<file path="src/rtl/systolic_ctrl_if.sv">
// systolic_ctrl_if: start/length request plus buffer strobes and array valids of the systolic controller
interface systolic_ctrl_if #(
    parameter int ARRAY_DIM = 4,
    parameter int LEN_W     = 8
);
    localparam int AW = (ARRAY_DIM > 1) ? $clog2(ARRAY_DIM) : 1;
    logic                 start;
    logic [LEN_W-1:0]     cfg_len;
    logic                 w_rd_en;
    logic [AW-1:0]        w_rd_addr;
    logic                 ifmap_rd_en;
    logic [LEN_W-1:0]     ifmap_rd_addr;
    logic [ARRAY_DIM-1:0] row_valid;
    logic [ARRAY_DIM-1:0] col_valid;
    logic                 busy;
    logic                 done;
    modport master (
        output start, cfg_len,
        input  w_rd_en, w_rd_addr, ifmap_rd_en, ifmap_rd_addr, row_valid, col_valid, busy, done
    );
    modport slave (
        input  start, cfg_len,
        output w_rd_en, w_rd_addr, ifmap_rd_en, ifmap_rd_addr, row_valid, col_valid, busy, done
    );
endinterface

</file>
<file path="src/rtl/systolic_ctrl.sv">
// systolic_ctrl: sequences weight load, ifmap streaming and result drain for a square MAC array
module systolic_ctrl #(
    parameter int ARRAY_DIM = 4,
    parameter int LEN_W     = 8
) (
    input logic           clk,
    input logic           rstn,
    systolic_ctrl_if.slave bus
);
    localparam int AW    = (ARRAY_DIM > 1) ? $clog2(ARRAY_DIM) : 1;
    localparam int DW    = 2 * ARRAY_DIM + 1;
    localparam int DC_W  = $clog2(DW + 1);
    localparam int CNT_W = (LEN_W > DC_W) ? LEN_W : DC_W;
    typedef enum logic [2:0] {S_IDLE, S_LOAD_W, S_STREAM, S_DRAIN, S_DONE} state_t;
    state_t           r_state;
    state_t           w_next;
    logic [CNT_W-1:0] r_cnt;
    logic [LEN_W-1:0] r_len;
    logic [DW-1:0]    r_dly;
    logic             w_wen;
    logic             w_ien;
    logic             w_done;
    // state register
    always_ff @(posedge clk) begin
        if (!rstn) r_state <= S_IDLE;
        else       r_state <= w_next;
    end
    // next-state and strobe decode; counter terminal values end each phase
    always_comb begin
        w_next = r_state;
        w_wen  = 1'b0;
        w_ien  = 1'b0;
        w_done = 1'b0;
        case (r_state)
            S_IDLE:   if (bus.start) w_next = (bus.cfg_len != '0) ? S_LOAD_W : S_DONE;
            S_LOAD_W: begin
                w_wen = 1'b1;
                if (r_cnt == CNT_W'(ARRAY_DIM - 1)) w_next = S_STREAM;
            end
            S_STREAM: begin
                w_ien = 1'b1;
                if (r_cnt == CNT_W'(r_len - 1'b1)) w_next = S_DRAIN;
            end
            S_DRAIN:  if (r_cnt == CNT_W'(2 * ARRAY_DIM)) w_next = S_DONE;
            S_DONE:   begin
                w_done = 1'b1;
                w_next = S_IDLE;
            end
            default:  w_next = S_IDLE;
        endcase
    end
    // phase counter restarts at every state change, latched length, and the valid delay line
    always_ff @(posedge clk) begin
        if (!rstn) begin
            r_cnt <= '0;
            r_len <= '0;
            r_dly <= '0;
        end else begin
            r_cnt <= (w_next != r_state || r_state == S_IDLE || r_state == S_DONE) ? '0 : r_cnt + 1'b1;
            if (r_state == S_IDLE && bus.start) r_len <= bus.cfg_len;
            r_dly <= {r_dly[DW-2:0], w_ien};
        end
    end
    assign bus.w_rd_en       = w_wen;
    assign bus.w_rd_addr     = w_wen ? r_cnt[AW-1:0] : '0;
    assign bus.ifmap_rd_en   = w_ien;
    assign bus.ifmap_rd_addr = w_ien ? r_cnt[LEN_W-1:0] : '0;
    assign bus.row_valid     = r_dly[ARRAY_DIM-1:0];
    assign bus.col_valid     = r_dly[DW-1:ARRAY_DIM+1];
    assign bus.busy          = (r_state != S_IDLE);
    assign bus.done          = w_done;
endmodule

</file>
<file path="src/flat_wrapper.sv">
// flat-port wrapper written by rule: the top's interface ports become plain ports
module systolic_ctrl_flat 
#(
    parameter int ARRAY_DIM = 4,
    parameter int LEN_W     = 8
)
  (clk, rstn, bus_start, bus_cfg_len, bus_w_rd_en, bus_w_rd_addr, bus_ifmap_rd_en, bus_ifmap_rd_addr, bus_row_valid, bus_col_valid, bus_busy, bus_done);
  systolic_ctrl_if #(.ARRAY_DIM(ARRAY_DIM), .LEN_W(LEN_W)) bus_i ();
  input logic clk;
  input logic rstn;
  input wire logic [$bits(bus_i.start)-1:0] bus_start;
  input wire logic [$bits(bus_i.cfg_len)-1:0] bus_cfg_len;
  output wire logic [$bits(bus_i.w_rd_en)-1:0] bus_w_rd_en;
  output wire logic [$bits(bus_i.w_rd_addr)-1:0] bus_w_rd_addr;
  output wire logic [$bits(bus_i.ifmap_rd_en)-1:0] bus_ifmap_rd_en;
  output wire logic [$bits(bus_i.ifmap_rd_addr)-1:0] bus_ifmap_rd_addr;
  output wire logic [$bits(bus_i.row_valid)-1:0] bus_row_valid;
  output wire logic [$bits(bus_i.col_valid)-1:0] bus_col_valid;
  output wire logic [$bits(bus_i.busy)-1:0] bus_busy;
  output wire logic [$bits(bus_i.done)-1:0] bus_done;
  assign bus_i.start = bus_start;
  assign bus_i.cfg_len = bus_cfg_len;
  assign bus_w_rd_en = bus_i.w_rd_en;
  assign bus_w_rd_addr = bus_i.w_rd_addr;
  assign bus_ifmap_rd_en = bus_i.ifmap_rd_en;
  assign bus_ifmap_rd_addr = bus_i.ifmap_rd_addr;
  assign bus_row_valid = bus_i.row_valid;
  assign bus_col_valid = bus_i.col_valid;
  assign bus_busy = bus_i.busy;
  assign bus_done = bus_i.done;
  systolic_ctrl #(.ARRAY_DIM(ARRAY_DIM), .LEN_W(LEN_W)) u_core (.clk(clk), .rstn(rstn), .bus(bus_i));
endmodule
</file>
<file path="config.mk">
export PLATFORM = sky130hd
export DESIGN_NAME = systolic_ctrl_flat
export DESIGN_NICKNAME = d
export VERILOG_FILES = /design/src/rtl/systolic_ctrl_if.sv /design/src/rtl/systolic_ctrl.sv /design/src/flat_wrapper.sv
export SDC_FILE = /design/constraint.sdc
export NUM_CORES = 1
export LEC_CHECK = 0
export CORE_ASPECT_RATIO = 0.5
export CORE_MARGIN = 1.5
export CORE_UTILIZATION = 50
export DETAILED_ROUTE_END_ITERATION = 10
export PLACE_DENSITY = 0.85
export SLEW_MARGIN = 20
export SYNTH_ARGS = -nofsm -noshare
export SYNTH_HDL_FRONTEND = slang
export SYNTH_SLANG_ARGS = --single-unit
</file>
<file path="constraint.sdc">
create_clock -name clk -period 2.3 [get_ports clk]
set_input_delay 0.46 -clock clk [delete_from_list [all_inputs] [get_ports clk]]
set_output_delay 0.46 -clock clk [all_outputs]
set_load 0.05 [all_outputs]
</file>
# After elaboration in Yosys (flattened, before gate mapping)
# Cells that the tools add are included.
# totals
ff_bits	28
in_bits	11
output_inout_bits	22
elab_cells	33
# classes
n_addsub	2
n_eq_ne	8
n_mux	11
n_bitwise	1
reduce_logical	7
# ops
cell	count
3-bit 2-to-1 mux	5
3-bit case mux with 4 select lines	1
8-bit by 1-bit adder with 8-bit output (second input constant)	1
8-bit by 2-bit == test with 1-bit output (second input constant)	1
8-bit by 4-bit == test with 1-bit output (second input constant)	1
8-bit == test	1
8-bit 2-to-1 mux	1
8-bit nonzero test	1
8-bit by 1-bit subtractor with 8-bit output (second input constant)	1
3-bit by 2-bit == test with 1-bit output (second input constant)	2
3-bit by 1-bit == test with 1-bit output (second input constant)	1
3-bit == test (second input constant)	1
3-bit logical NOT	1
1-bit 2-to-1 mux	3
3-bit != test	1
3-bit nonzero test	1
1-bit logical OR	2
2-bit 2-to-1 mux	1
2-bit OR reduction	1
1-bit logical AND	1
1-bit inverter	1

# Depth between registers and ports, before layout
# logic_depth
word_depth	8
depth_mapped	7
ltp_nobuf	7

# Least setup slack after synthesis
# Ideal clock, no wire load.
# synth_timing
path_kind	register to output
from	register u_core.r_state[1]
to	output bus_w_rd_addr[0]
arrival_ns	2.336
required_ns	1.840
path_slack_ns	-0.496
path_stages_with_launch	4
path_buffers	1
cell_sequence	dfxtp_1 > clkbuf_1 > nor3b_1 > and2_1
# synth_between
elab_chain_len	3
# synth_lines
element	line_no	rtl
from (decl)	systolic_ctrl.sv:15	state_t r_state;
from (signal assigned)	systolic_ctrl.sv:26	else r_state <= w_next;
3-bit by 1-bit == test with 1-bit output	systolic_ctrl.sv:34	case (r_state)
1-bit 2-to-1 mux	systolic_ctrl.sv:34	
net bus_w_rd_en	flat_wrapper.sv:13	output wire logic [$bits(bus_i.w_rd_en)-1:0] bus_w_rd_en;
2-bit 2-to-1 mux	systolic_ctrl.sv:65	assign bus.w_rd_addr = w_wen ? r_cnt[AW-1:0] : '0;
to (decl)	flat_wrapper.sv:14	output wire logic [$bits(bus_i.w_rd_addr)-1:0] bus_w_rd_addr;
# The timed path passes the listed nets, and every way through them passes these cells.

# Worst setup path after layout
# layout_timing
from	register u_core.r_len[0]
to	register u_core.r_state[0]
# layout_between
elab_chain_len	4
# layout_lines
element	line_no	rtl
from (decl)	systolic_ctrl.sv:18	logic [LEN_W-1:0] r_len;
from (signal assigned)	systolic_ctrl.sv:60	if (r_state == S_IDLE && bus.start) r_len <= bus.cfg_len;
8-bit by 1-bit subtractor with 8-bit output	systolic_ctrl.sv:42	if (r_cnt == CNT_W'(r_len - 1'b1)) w_next = S_DRAIN;
8-bit == test	systolic_ctrl.sv:42	
3-bit 2-to-1 mux	systolic_ctrl.sv:42	
3-bit case mux with 4 select lines	systolic_ctrl.sv:34	
# Every way passes these cells.
# A chain may end at the register's enable or synchronous reset.

==> metrics <==
Hold Path Class flop to flop; Slew headroom 66.9%; Switch Pwr 0.000255 W; combinational fraction of design power 13.4%; startpoint types flop; fin util 67.3%; CTS tree yes; Multi-input gate area 883 um2; Int Pwr 0.000794 W; FFs w/ async S/R, synth 0%; crit share post-route 95.4%; Post-CTS Hold Fix Bufs 0; sequential share of power 49.4%; vias in the first global route 1169; Detailed Routing Iterations Pass 1 4; number of buffers created by CTS 3; worst setup path class flop to flop; fraction of layout cells with a size suffix above 1 19.4%; dpl hpwl 2360 um; top cell type's share of synthesized area 35.9%; root buf cell clkbuf_8; Critical Path Max Stage Delay 0.51 ns; Crit-path slowest cell or4b_4; ys flop type dfxtp_1; outcome completed; Final GP Congestion 0.804; vias 1296; initial antenna violation count 0; # DRC 0; Synth area leader dfxtp_1; critical path endpoint category flop; site row count 14; fillcell total 232; CP cell instances inv_1, ha_1, xor2_1, nand3_2, or4b_4, a211oi_4, buf_4, o41a_1; antenna-violating nets left 0; Leak Pwr 0.771 nW; CTS clk-pin slew, worst paths 0.10 ns; Slew Viols, Final 0; DIE AREA 0.00349 mm2; clock sinks 28; power density over the cells 520 mW/mm2; initial DRC count 98; EDFF count, synth 0; Final nets 216; worst vdd ir 0.400 mV; clock latency on the worst-skew pair 0.28 ns; worst slack, placed 0.103 ns; Fin. Hold Viols 0; synth warn 0; Die Y 42.5 um; switching share of power 24.3%; CP required 2.53 ns; Max Cap Viol 0; chip width 82.0 um; Mapped Nets 189; Synth area leaders dfxtp_1 36%, nand2_1 4.8%, and2_1 4.4%, buf_4 4.3%, xnor2_1 3.9%; post-DR wirelength/cell 13.4 um; Area Growth Syn to Fin 29.1%; Final Power 0.00105 W; RSZ-0062 raised after global routing false; register area share after synthesis 35.9%; Netlist cell types 45; Avg Cell Area, Syn 8.92 um2; Overflow after GRT 0; setup TNS 0 ns; Final Critical Period 2.19 ns; cells after synthesis 175; first-pass GRT wire length 5480 um; final critical-path setup slack 0.105 ns; Syn Std Cell Area 0.00156 mm2; Reg area 561 um2; arrival time worst endpoint 2.42 ns; Core Footprint 0.00300 mm2; largest net degree at the start of global routing 18; drt total wl 3230 um; Top Ports 33; CTS max path bufs 2; Seq cells post-synth 28; antenna cell count 0; vias per inst 5.38; GRT Util Overall 20.8%; f_max 456 MHz; worst-margin pin slew 0.494 ns; # setup viols final 0; H-tree levels 1; clock power share 37.2%; crit-path max FO 5; clk_skew 0.00678 ns; IO buf count 32; starting density of the core 52.1%
-- repair_timing --
action,in CTS,in global routing
cloned,0,0
resized for setup,1,0
pin swaps,0,1
buffers inserted,0,2
endpoints found under the setup margin,1,7
-- critical path, delay by kind of cell, from the launching register on --
family                   cells  cell delay, ns
AO/OA/AOI/OAI                2            0.38
XOR/XNOR                     1            0.20
adder cells (fa/ha/maj)      1            0.30
buffers and inverters        2            0.24
flip-flops                   1            0.42
AND/OR/NAND/NOR              2            0.60
-- per-layer routing --
metal	vias up	wire length [um]	track usage [%]
met4	0	67	5.42
met3	10	209	4.78
li1	648	-	-
met2	36	1420	32.0
met1	602	1530	29.4
met5	-	0	0
-- final timing paths --
path	cells past startpoint	slack (ns)	start	end
setup / recovery	8	0.11	u_core.r_len[0]$_SDFFE_PN0P_	u_core.r_state[0]$_SDFF_PN0_
hold / removal	1	0.44	u_core.r_dly[4]$_SDFF_PN0_	u_core.r_dly[5]$_SDFF_PN0_
setup reg to reg	8	0.11	u_core.r_len[0]$_SDFFE_PN0P_	u_core.r_state[0]$_SDFF_PN0_
hold reg to reg	1	0.44	u_core.r_dly[4]$_SDFF_PN0_	u_core.r_dly[5]$_SDFF_PN0_
-- cell type report --
| class | instances | area share [%] |
|---|---|---|
| multi-input combinational | 126 | 43.8 |
| sequential | 28 | 27.8 |
| timing repair buffer | 38 | 21.4 |
| clock inverter | 1 | 1.49 |
| clock buffer | 3 | 2.05 |
| inverter | 5 | 0.931 |
| tap | 40 | 2.48 |
-- synthesized netlist by cell type (2+ instances only) --
cell type and instances:
dfxtp_1 28, nand2_1 20, and2_1 11, nor3_1 10, buf_4 9, a21boi_0 8, and2_2 8, nor3b_1 7
xnor2_1 7, xor2_1 7, inv_1 5, nand3_1 5, clkbuf_1 4, nor2_1 4, a21oi_1 3, ha_1 3
a221oi_1 2, a31oi_1 2, and2b_1 2, buf_2 2, nand2b_1 2, nand4_1 2, nor4_1 2
-- layout by cell type, fill, tap and decap left out, types with 3 or more instances in the layout --
cell type        count
dfxtp_1             28
clkbuf_8             3
and2_1              11
xnor2_1              7
nor3b_1              6
inv_1                5
nand3_1              5
clkdlybuf4s50_1     18
a21oi_1              3
buf_12               8
ha_1                 3
nor2_1               4
buf_4               11
and2_2               8
a21boi_0             8
nand2_1             20
xor2_1               7
nor3_1              10
-- power by group through the flow --
| stage | registers (W) | clock network [W] | logic (W) |
|---|---|---|---|
| 3_5_place_dp | 0.000528 | 0 | 0.000141 |
| 2_1_floorplan | 0.000520 | 0 | 0.000102 |
| 3_3_place_gp | 0.000527 | 0 | 0.000135 |
| 5_1_grt | 0.000520 | 0.000413 | 0.000154 |
| 4_1_cts | 0.000517 | 0.000397 | 0.000141 |
| 6_report | 0.000518 | 0.000390 | 0.000141 |
-- stage by stage --
step | instances | cell area [um2] | hold WS (ns)
2_1_floorplan | 175 | 1570 | 0.412
3_3_place_gp | 235 | 1930 | 0.422
3_5_place_dp | 235 | 1930 | 0.424
4_1_cts | 239 | 2000 | 0.452
5_1_grt | 241 | 2020 | 0.461
6_report | 241 | 2020 | 0.444
-- cell families (layout without fill, tap and decap cells) --
family / count (synthesis) / after routing / share of synthesized area (%)
AO/OA/AOI/OAI: 21 / 21 / 11.1
buffers and inverters: 21 / 47 / 7.85
XOR/XNOR: 14 / 14 / 7.85
AND/OR/NAND/NOR: 88 / 88 / 34.9
adder cells (fa/ha/maj): 3 / 3 / 2.40
flip-flops: 28 / 28 / 35.9
-- sequential cells by signal (all words and copies together) (netlist names) --
register,count
u_core.r_len,8
u_core.r_cnt,8
u_core.r_state,3
u_core.r_dly,9
(Power assumes the default switching activity.)
==> patch, RTL diff (same flow settings) <==
Reset style: asynchronous (`rstn`), changed in 2 clocked blocks.
--- a/src/rtl/systolic_ctrl.sv
+++ b/src/rtl/systolic_ctrl.sv
@@ -21,7 +21,7 @@
     logic             w_ien;
     logic             w_done;
     // state register
-    always_ff @(posedge clk) begin
+    always_ff @(posedge clk or negedge rstn) begin
         if (!rstn) r_state <= S_IDLE;
         else       r_state <= w_next;
     end
@@ -50,7 +50,7 @@
         endcase
     end
     // phase counter restarts at every state change, latched length, and the valid delay line
-    always_ff @(posedge clk) begin
+    always_ff @(posedge clk or negedge rstn) begin
         if (!rstn) begin
             r_cnt <= '0;
             r_len <= '0;
Behaviour: differs if rstn is asserted again (counterexample within 4 cycles, from zero or initial values and one cycle with rstn low); with rstn held inactive, the same outputs for 10 cycles.
==> patch against the original RTL <==
  * Setup slack gained 0.0094 ns
  * Critical path type unchanged
  * Global-route usage increased by 0.51 points
  * Final cell count down 7.9%
  * Routed wire length grew 12%
  * Design area increased by 5.3%
  * Sequential cell count unchanged
  * Fmax rose by 0.43%
  * Synthesized cell count is 13% lower
  * Highest routed layer unchanged
  * Synthesized area is 2.6% higher
  * Critical endpoint is now u_core.r_cnt[0]$_DFF_PN0_
Power is not compared: it rests on default switching activity, and its combinational part moved more than twofold at a synthesized area within 25%.
==> patch: results (changes against the original RTL) <==
* Seq/Total Area, Yosys at 43.72% (+7.8 points)
* Slowest-stage cell, CP: dfrtp_1
* Main flop type after synthesis: dfrtp_1
* Filler cells at 215 (-7.3%)
* Overall routed net length at 3619 um (+12%)
* Via count at 1203 (-7.2%)
* Min-Delay Path Class: flop to flop
* CP max stage delay at 0.36 ns (-0.15 ns)
* Ant diodes at 0 (unchanged)
* Clock network latency to the later pin of the worst-skew pair at 0.28 ns (about the same)
* Max-slew headroom at 64.92% (-2.0 points)
* WL met1 at 1701 um (+11%)
* Post-Synth XOR/XNOR Area at 8.743% (+0.89 points)
* CP delay by family, top: compound AO/OA/AOI/OAI gates
* TritonCTS buffer count at 3 (unchanged)
* Violation count after the first detailed-route iteration at 73 (-26%)
* Area of placed instances at 2047 um^2 (+6.0%)
* Yosys warnings at 0 (unchanged)
* Synth top cells by count: 28 x dfrtp_1, 11 x and2_1, 9 x nand2_1, 9 x xor2_1, 8 x buf_4
* Adder-Cell Fraction of Synth Area at 2.342% (-0.062 points)
* Status: completed
* Post-synthesis cell type count at 42 (-6.7%)
* Setup WS pre-CTS at 0.06611 ns (-0.03677 ns)
* First-pass GRT wire length at 5768 um (+5.3%)
* Pin count of the biggest net entering global routing at 29 (+11)
* Area contributors post-synth: dfrtp_1 44%, xor2_1 4.9%, nor3_2 4.4%, and2_1 4.3%, mux2_2 4.2%
* Share of cells above drive strength 1 at 26.92% (+7.5 points)
* GRT Total Usage at 21.33% (+0.51 points)
* Wire length on met2 at 1679 um (+18%)
* Metal3 WL at 168 um (-20%)
* CP arrival at 2.34 ns (-0.08 ns)
* Final Skew at 0.008116 ns (+0.001332 ns)
* Nets@finish at 198 (-8.3%)
* Mux cell area share after synthesis at 4.215% (+4.2 points)
* Reg clk slew, reported paths at 0.09 ns
* RePlAce Congestion at 0.7627 (-5.1%)
* DP Wirelength at 2623 um (+11%)
* Synth Area in Compound Gates at 8.041% (-3.0 points)
* Syn nets at 167 (-12%)
* Async SR Flop Fraction at 100.0% (+100 points)
* Biggest regs: u_core.r_dly (9), u_core.r_cnt (8), u_core.r_len (8)
* Fin area at 2122 um^2 (+5.3%)
* Max FO, Critical Path at 8 (+3)
==> patch: metrics by stage <==
step / cells / hold slack [ns]
after detailed placement: 218 / 0.3549
after global routing: 222 / 0.3738
after CTS: 222 / 0.3744
after global placement: 218 / 0.3318
final: 222 / 0.3765
after floorplan: 153 / 0.1644
==> patch: what timing repair did <==
| item | 4_1_cts | 5_1_grt |
|---|---|---|
| buffers inserted | 1 | 0 |
| hold endpoints to repair | 0 | 0 |
| gates cloned | 0 | 0 |
| pin swaps | 2 | 3 |
| endpoints found under the setup margin | 8 | 9 |
| resized for setup | 3 | 4 |
==> patch: kinds of logic after synthesis <==
group,Yosys count
and+or+nand+nor,61
adders and majority gates,3
muxes,6
xor gates and xnor gates,16
AOI/OAI and AO/OA,16
buffers and inverters,23
DFF,28
==> patch: area by class of cell <==
type                       count  share of cell area, %
tap                           40                  2.358
inverter                       7                  1.238
sequential                    28                  33.02
timing repair buffer          42                  23.76
clock buffer                   3                  1.946
multi-input combinational    102                  37.68
==> patch: final timing paths <==
check                                             from                        end  slack [ns]  depth (start not counted)
min in group asynchronous                         rstn  u_core.r_dly[6]$_DFF_PN0_        0.55                          2
hold reg to reg              u_core.r_dly[4]$_DFF_PN0_  u_core.r_dly[5]$_DFF_PN0_        0.38                          0
hold / removal               u_core.r_dly[4]$_DFF_PN0_  u_core.r_dly[5]$_DFF_PN0_        0.38                          0
setup reg to reg           u_core.r_len[0]$_DFFE_PN0P_  u_core.r_cnt[0]$_DFF_PN0_        0.11                         10
setup / recovery           u_core.r_len[0]$_DFFE_PN0P_  u_core.r_cnt[0]$_DFF_PN0_        0.11                         10
max in group asynchronous                         rstn  u_core.r_cnt[3]$_DFF_PN0_        1.48                          2
==> patch: metal layers <==
layer	GRT usage, %	vias to the layer above
li1	-	575
met1	29.19	587
met2	33.17	31
met3	5.642	10
met4	7.333	0
met5	0	-
==> patch: power by group through the flow <==
stage                     clock (mW)  combinational, mW  sequential, mW
final                          0.267               1.48           0.869
after global routing           0.295               1.58           0.891
after CTS                      0.271               1.44           0.860
after detailed placement           0               1.43           0.868
after global placement             0               1.39           0.854
after floorplan                    0               1.07           0.809
